### config.mk
export PLATFORM = sky130hd
export DESIGN_NAME = aggregator_flex
export DESIGN_NICKNAME = d
export VERILOG_FILES = /design/src/rtl/agg_pkg.sv /design/src/rtl/agg_out_reg.sv /design/src/rtl/aggregator_flex.sv
export SDC_FILE = /design/constraint.sdc
export NUM_CORES = 1
export LEC_CHECK = 0
export BUFFER_PORTS_ARGS = -buffer_cell sky130_fd_sc_hd__buf_2
export CAP_MARGIN = 30
export CORE_ASPECT_RATIO = 0.5
export CORE_MARGIN = 4
export CORE_UTILIZATION = 40
export DETAILED_ROUTE_END_ITERATION = 16
export PLACE_DENSITY_LB_ADDON = 0.08
export SETUP_SLACK_MARGIN = 0.4
export SLEW_MARGIN = 15
export SYNTH_ARGS = -nofsm -noshare
export SYNTH_HDL_FRONTEND = slang
export SYNTH_SLANG_ARGS = --single-unit
### constraint.sdc
create_clock -name clk -period 2.8 [get_ports clk]
set_input_delay 0.42 -clock clk [delete_from_list [all_inputs] [get_ports clk]]
set_output_delay 0.42 -clock clk [all_outputs]
set_load 0.02 [all_outputs]
### src/rtl/agg_pkg.sv
// Shared helpers for aggregator_flex: group-length clamping, slot masks and
// widths of the optional statistics counters.
package agg_pkg;

  localparam int unsigned StatGroupsW  = 32;
  localparam int unsigned StatPartialW = 16;
  localparam int unsigned MaskMaxW     = 64;

  // A count of 0 or anything above the packing width means "full width".
  function automatic int unsigned clamp_count(input int unsigned count,
                                              input int unsigned max_count);
    if (count == 0 || count > max_count) return max_count;
    return count;
  endfunction

  // Low 'count' bits set; callers truncate to their slot count.
  function automatic logic [MaskMaxW-1:0] mask_from_count(input int unsigned count);
    if (count >= MaskMaxW) return '1;
    return (MaskMaxW'(1) << count) - MaskMaxW'(1);
  endfunction

endpackage

### src/rtl/agg_out_reg.sv
// Output stage of aggregator_flex: one packed word plus slot mask, loaded from
// the assembly stage and drained whenever the receiver can accept it.
module agg_out_reg
  import agg_pkg::*;
#(
  parameter int unsigned DATA_WIDTH  = 8,
  parameter int unsigned FETCH_WIDTH = 4
) (
  input  logic                              i_clk,
  input  logic                              i_rst,
  input  logic                              i_load,
  input  logic [FETCH_WIDTH*DATA_WIDTH-1:0] i_data,
  input  logic [FETCH_WIDTH-1:0]            i_mask,
  input  logic                              i_full_n,
  output logic [FETCH_WIDTH*DATA_WIDTH-1:0] o_data,
  output logic [FETCH_WIDTH-1:0]            o_mask,
  output logic                              o_valid,
  output logic                              o_enq,
  output logic                              o_free
);

  logic [FETCH_WIDTH*DATA_WIDTH-1:0] r_data;
  logic [FETCH_WIDTH-1:0]            r_mask;
  logic                              r_valid;
  logic                              w_enq;

  assign w_enq   = r_valid & i_full_n;
  // Free this cycle if empty or being drained, so a new load can land back to back.
  assign o_free  = ~r_valid | w_enq;
  assign o_enq   = w_enq;
  assign o_data  = r_data;
  assign o_mask  = r_mask;
  assign o_valid = r_valid;

  // Load takes priority over drain; a drained-but-not-reloaded slot reads as zero.
  always_ff @(posedge i_clk or posedge i_rst) begin
    if (i_rst) begin
      r_data  <= '0;
      r_mask  <= '0;
      r_valid <= 1'b0;
    end else if (i_load) begin
      r_data  <= i_data;
      r_mask  <= i_mask;
      r_valid <= 1'b1;
    end else if (w_enq) begin
      r_data  <= '0;
      r_mask  <= '0;
      r_valid <= 1'b0;
    end
  end

endmodule

### src/rtl/aggregator_flex.sv
// aggregator_flex: packs 1..FETCH_WIDTH sender words into one wide receiver
// word, with flush of partial groups and a double-buffered output.
// Optional build macro AGG_STATS_EN adds saturating stat_groups/stat_partial.
module aggregator_flex
  import agg_pkg::*;
#(
  parameter int unsigned DATA_WIDTH  = 8,
  parameter int unsigned FETCH_WIDTH = 4,
  parameter int unsigned CNT_W       = $clog2(FETCH_WIDTH + 1)
) (
  input  logic                              clk,
  input  logic                              rst,
  input  logic [CNT_W-1:0]                  cfg_count,
  input  logic                              flush,
  input  logic [DATA_WIDTH-1:0]             sender_data,
  input  logic                              sender_empty_n,
  output logic                              sender_deq,
  output logic [FETCH_WIDTH*DATA_WIDTH-1:0] receiver_data,
  output logic [FETCH_WIDTH-1:0]            receiver_mask,
  input  logic                              receiver_full_n,
  output logic                              receiver_enq,
  output logic                              busy
`ifdef AGG_STATS_EN
  ,
  output logic [StatGroupsW-1:0]            stat_groups,
  output logic [StatPartialW-1:0]           stat_partial
`endif
);

  localparam int unsigned WordW = FETCH_WIDTH * DATA_WIDTH;

  logic [WordW-1:0]       r_asm_data, w_asm_data_d;
  logic [CNT_W-1:0]       r_asm_cnt, w_asm_cnt_d;
  logic [CNT_W-1:0]       r_grp_len, w_grp_len_d;
  logic                   r_flush_pend, w_flush_pend_d;

  logic                   w_asm_done;
  logic                   w_asm_has;
  logic                   w_xfer;
  logic                   w_deq;
  logic [CNT_W-1:0]       w_slot;
  logic [CNT_W-1:0]       w_cfg_len;
  logic [FETCH_WIDTH-1:0] w_xfer_mask;
  logic                   w_out_free;
  logic                   w_out_enq;
  logic                   w_out_valid;

  assign w_asm_done  = (r_asm_cnt == r_grp_len);
  assign w_asm_has   = (r_asm_cnt != '0);
  assign w_xfer      = w_out_free & (w_asm_done | (r_flush_pend & w_asm_has));
  // A completed group leaving this cycle frees the assembly register, so the next
  // group's first word is taken in the same cycle: one sender word per cycle.
  assign w_deq       = ~rst & sender_empty_n & ~r_flush_pend & (~w_asm_done | w_xfer);
  assign w_slot      = w_xfer ? '0 : r_asm_cnt;
  assign w_cfg_len   = CNT_W'(clamp_count(32'(cfg_count), FETCH_WIDTH));
  assign w_xfer_mask = FETCH_WIDTH'(mask_from_count(32'(r_asm_cnt)));

  // Assembly next-state: clear on transfer, then place a dequeued word.
  always_comb begin
    w_asm_data_d   = r_asm_data;
    w_asm_cnt_d    = r_asm_cnt;
    w_grp_len_d    = r_grp_len;
    w_flush_pend_d = r_flush_pend;
    if (w_xfer) begin
      w_asm_data_d   = '0;
      w_asm_cnt_d    = '0;
      w_flush_pend_d = 1'b0;
    end
    if (w_deq) begin
      for (int i = 0; i < FETCH_WIDTH; i++) begin
        if (w_slot == CNT_W'(i)) w_asm_data_d[i*DATA_WIDTH +: DATA_WIDTH] = sender_data;
      end
      w_asm_cnt_d = w_slot + CNT_W'(1);
      // Group length is latched only on the first word of a group.
      if (w_slot == '0) w_grp_len_d = w_cfg_len;
    end
    // A flush on a group that is leaving this cycle is already satisfied.
    if (flush && (w_deq || (w_asm_has && !w_xfer))) w_flush_pend_d = 1'b1;
  end

  // Assembly state register.
  always_ff @(posedge clk or posedge rst) begin
    if (rst) begin
      r_asm_data   <= '0;
      r_asm_cnt    <= '0;
      r_grp_len    <= CNT_W'(FETCH_WIDTH);
      r_flush_pend <= 1'b0;
    end else begin
      r_asm_data   <= w_asm_data_d;
      r_asm_cnt    <= w_asm_cnt_d;
      r_grp_len    <= w_grp_len_d;
      r_flush_pend <= w_flush_pend_d;
    end
  end

  agg_out_reg #(
    .DATA_WIDTH (DATA_WIDTH),
    .FETCH_WIDTH(FETCH_WIDTH)
  ) u_out_reg (
    .i_clk   (clk),
    .i_rst   (rst),
    .i_load  (w_xfer),
    .i_data  (r_asm_data),
    .i_mask  (w_xfer_mask),
    .i_full_n(receiver_full_n),
    .o_data  (receiver_data),
    .o_mask  (receiver_mask),
    .o_valid (w_out_valid),
    .o_enq   (w_out_enq),
    .o_free  (w_out_free)
  );

  assign sender_deq   = w_deq;
  assign receiver_enq = w_out_enq;
  assign busy         = w_out_valid | w_asm_has;

`ifdef AGG_STATS_EN
  logic                    r_out_partial;
  logic [StatGroupsW-1:0]  r_stat_groups;
  logic [StatPartialW-1:0] r_stat_partial;

  // Partial-ness is judged against the group length at transfer time and travels
  // with the word, since grp_len may already belong to the next group at enqueue.
  always_ff @(posedge clk or posedge rst) begin
    if (rst) begin
      r_out_partial  <= 1'b0;
      r_stat_groups  <= '0;
      r_stat_partial <= '0;
    end else begin
      if (w_xfer) r_out_partial <= (r_asm_cnt != r_grp_len);
      if (w_out_enq && (r_stat_groups != '1)) r_stat_groups <= r_stat_groups + StatGroupsW'(1);
      if (w_out_enq && r_out_partial && (r_stat_partial != '1)) begin
        r_stat_partial <= r_stat_partial + StatPartialW'(1);
      end
    end
  end

  assign stat_groups  = r_stat_groups;
  assign stat_partial = r_stat_partial;
`endif

endmodule

==> parameters.txt <==
Parameter                              Value

Placement
  Port-buffer cells ... 54
  DPL Wire Length ... 5430 um
  Worst slack, placed ... 0.0510 ns
  Placer congestion estimate ... 0.951
  Placed inst area ... 3600 um2
  Instance count after placement with tap cells included ... 402

Route
  Via count ... 2,279
  Routed via count divided by cell count ... 5.40
  Detailed-routing iteration count for the pre-antenna-repair pass ... 4
  Detailed-route wire length ... 7870 um
  Routed wirelength normalized by instance count ... 18.6 um
  Number of antenna-violating nets in the routed design ... 0
  Number of DRC markers after the initial detailed-route iteration ... 89
  Remaining design rule violation count ... 0

Synth
  Fraction of synthesized cell area taken by the top area cell type ... 59.2%
  Largest area contributor in the synthesized netlist ... dfrtp_1
  Synthesized netlist net count ... 264
  Sequential area share after synthesis ... 60.0%
  Count of warnings emitted by yosys ... 0
  Count of flip-flops with a built-in enable after synthesis ... 0
  Synth Flop Type ... dfrtp_1
  Average instance area after synthesis ... 13.1 um2
  Cell area after synthesis ... 3170 um2
  Most area-consuming cells after synthesis ... dfrtp_1, a22o_1, mux2i_1
  Commonest cells in the netlist ... dfrtp_1, a22o_1, inv_1
  Flop and latch count out of synthesis ... 76
  Post-synthesis instance total ... 242
  Post-synthesis cell type count ... 35
  Dominant cell by count in the synthesized netlist ... dfrtp_1
  Proportion of synthesized flip-flops having asynchronous set or reset ... 100%

CTS
  Worst-path clk slew ... 0.06 ns
  CTS Buffer Depth ... 2
  Insertion delay of the later-clocked pin in the worst-skew pair ... 0.33 ns
  Num CTS Buffers ... 9
  CTS tree ... built
  Clock tree sinks ... 76
  Hold buffer count at cts ... 0
  CTS H-tree lvls ... 3
  Library cell used as clock root buffer ... clkbuf_16

STA
  Minimum clock period ... 2.35 ns
  FMAX ... 0.425 GHz
  Final worst path period share ... 84.0%
  Measured slew at the worst slew-check pin ... 0.916 ns
  Hold WS ... 0.173 ns
  Setup slack of the critical path after layout ... 0.448 ns
  Worst setup skew after layout ... 0.00355 ns
  Setup violation total in the final timing report ... 0
  Count of final hold-check violations ... 0
  Slew Viols, Final ... 0
  Setup TNS ... 0 ns
  Setup repair after global routing missed its margin ... no
  Relative max-transition margin ... 38.4%

GRT
  Maximum number of pins on one net before global-route repair ... 49
  GRT Total Usage ... 17.3%
  First-pass GRT wire length ... 12,600 um
  Overflow after GRT ... 0
  Antenna violations before repair ... 0
  Number of global-route vias before repair ... 2,338

Critical path
  Slowest Stage Delay on Critical Path ... 0.48 ns
  Critical Path AT ... 2.62 ns
  Worst setup startpoint ... r_asm_cnt[2]
  Worst endpoint required time ... 3.07 ns
  Crit-path max FO ... 8
  Capturing element type of the critical path ... register
  Slowest CP cell ... dfrtp_2
  Worst flop-to-flop path startpoint ... r_asm_cnt[2]
  Cells along the critical path ... or3_4, a32oi_4, o21ai_2, ha_1, nand2_1, a2bb2oi_2, a22o_1
  Type of the worst setup path ... register to register
  Setup crit start kind ... register

Finish
  Area overhead of the layout relative to synthesis ... 29.9%
  Fraction of layout instances using a drive strength above 1 ... 37.6%
  Non-filler instance count after layout ... 422
  Layout net count ... 332
  Diodes inserted ... 0
  Design area ... 4120 um2
  Final core occ ... 54.8%

Floorplan
  Top-level port count ... 55
  Std-Cell Rows ... 22
  Core outline area ... 7510 um2
  Die Outline Area ... 9500 um2
  Initial standard-cell utilization of the core ... 42.2%
  Width of the die ... 134 um
  Die Span Y ... 71.0 um

Job
  Max-cap violations ... 0

Pwr
  Static leakage ... 2.15 nW
  Pwr dens ... 1140 nW/um2
  Post-layout power ... 4.68 mW
  Maximum ir drop on the vdd rail ... 0.427 mV

Outcome
  Run status ... complete, no violations

Min path
  Worst hold path type ... input port to asynchronous set/reset pin
-- placed cells by master (no fill, tap or decap), types with 4 or more instances in the layout --
cell and instances:
nand2_1 7, dfrtp_1 72, ha_1 4, inv_1 11
mux2i_1 11, clkbuf_16 9, buf_4 14, o21ai_0 10
buf_2 54, a22o_1 59, xor2_1 4
-- per-layer routing --
layer	track usage, %	vias to the layer above	part of all wire, %
li1	-	1036	-
met1	23.7	1174	48
met2	26.0	61	45
met3	6.18	8	5.9
met4	4.79	0	0.95
met5	0	-	0
-- report_power, final --
part | switching (mW) | total [mW] | internal [mW]
sequential | 0.204 | 1.56 | 1.35
combinational | 1.15 | 1.90 | 0.748
clock | 0.450 | 1.23 | 0.776
total | 1.80 | 4.68 | 2.88
-- flip-flops by register name, summed over array words and instances (netlist names) --
name               count
u_out_reg.o_data      32
u_out_reg.o_valid      1
r_grp_len              3
r_flush_pend           1
r_asm_data            32
r_asm_cnt              3
u_out_reg.o_mask       4
-- timing repair --
item / 4_1_cts / 5_1_grt
endpoints found under the setup margin: 46 / 25
pin swaps: 0 / 5
gates resized for setup: 13 / 20
buffers inserted: 0 / 5
-- final cells by class --
cell class                 count  area, um2
tap                          108        135
clock inverter                 6       88.8
clock buffer                   9        225
multi-input combinational    139       1300
inverter                      14       52.6
timing repair buffer          70        410
sequential                    76       1910
fill                         646       3390
-- critical path: cells and delay by family (launching register included) --
kind                     cells  cell delay (ns)
adder cells (fa/ha/maj)      1             0.20
AND/OR/NAND/NOR              2             0.59
AO/OA/AOI/OAI                4             1.02
flip-flops                   1             0.48
-- worst paths after layout --
| kind | to | slack, ns | depth (start not counted) |
|---|---|---|---|
| hold / removal | r_grp_len[0] | 0.17 | 2 |
| setup reg to reg | r_asm_data[9] | 0.45 | 7 |
| min in group clk | r_asm_data[7] | 0.36 | 3 |
| hold reg to reg | u_out_reg.o_mask[1] | 0.47 | 1 |
| max in group asynchronous | r_asm_data[9] | 1.94 | 3 |
| setup / recovery | r_asm_data[9] | 0.45 | 7 |
-- cells by family after synthesis --
logic type | synth area share [%]
AND/OR/NAND/NOR | 4.54
multiplexers | 4.18
flip-flops | 60.0
buffers and inverters | 4.22
AO/OA/AOI/OAI | 22.5
adder cells (fa/ha/maj) | 2.37
XOR/XNOR | 2.21
No activity file was read; power rests on OpenSTA's default activity.
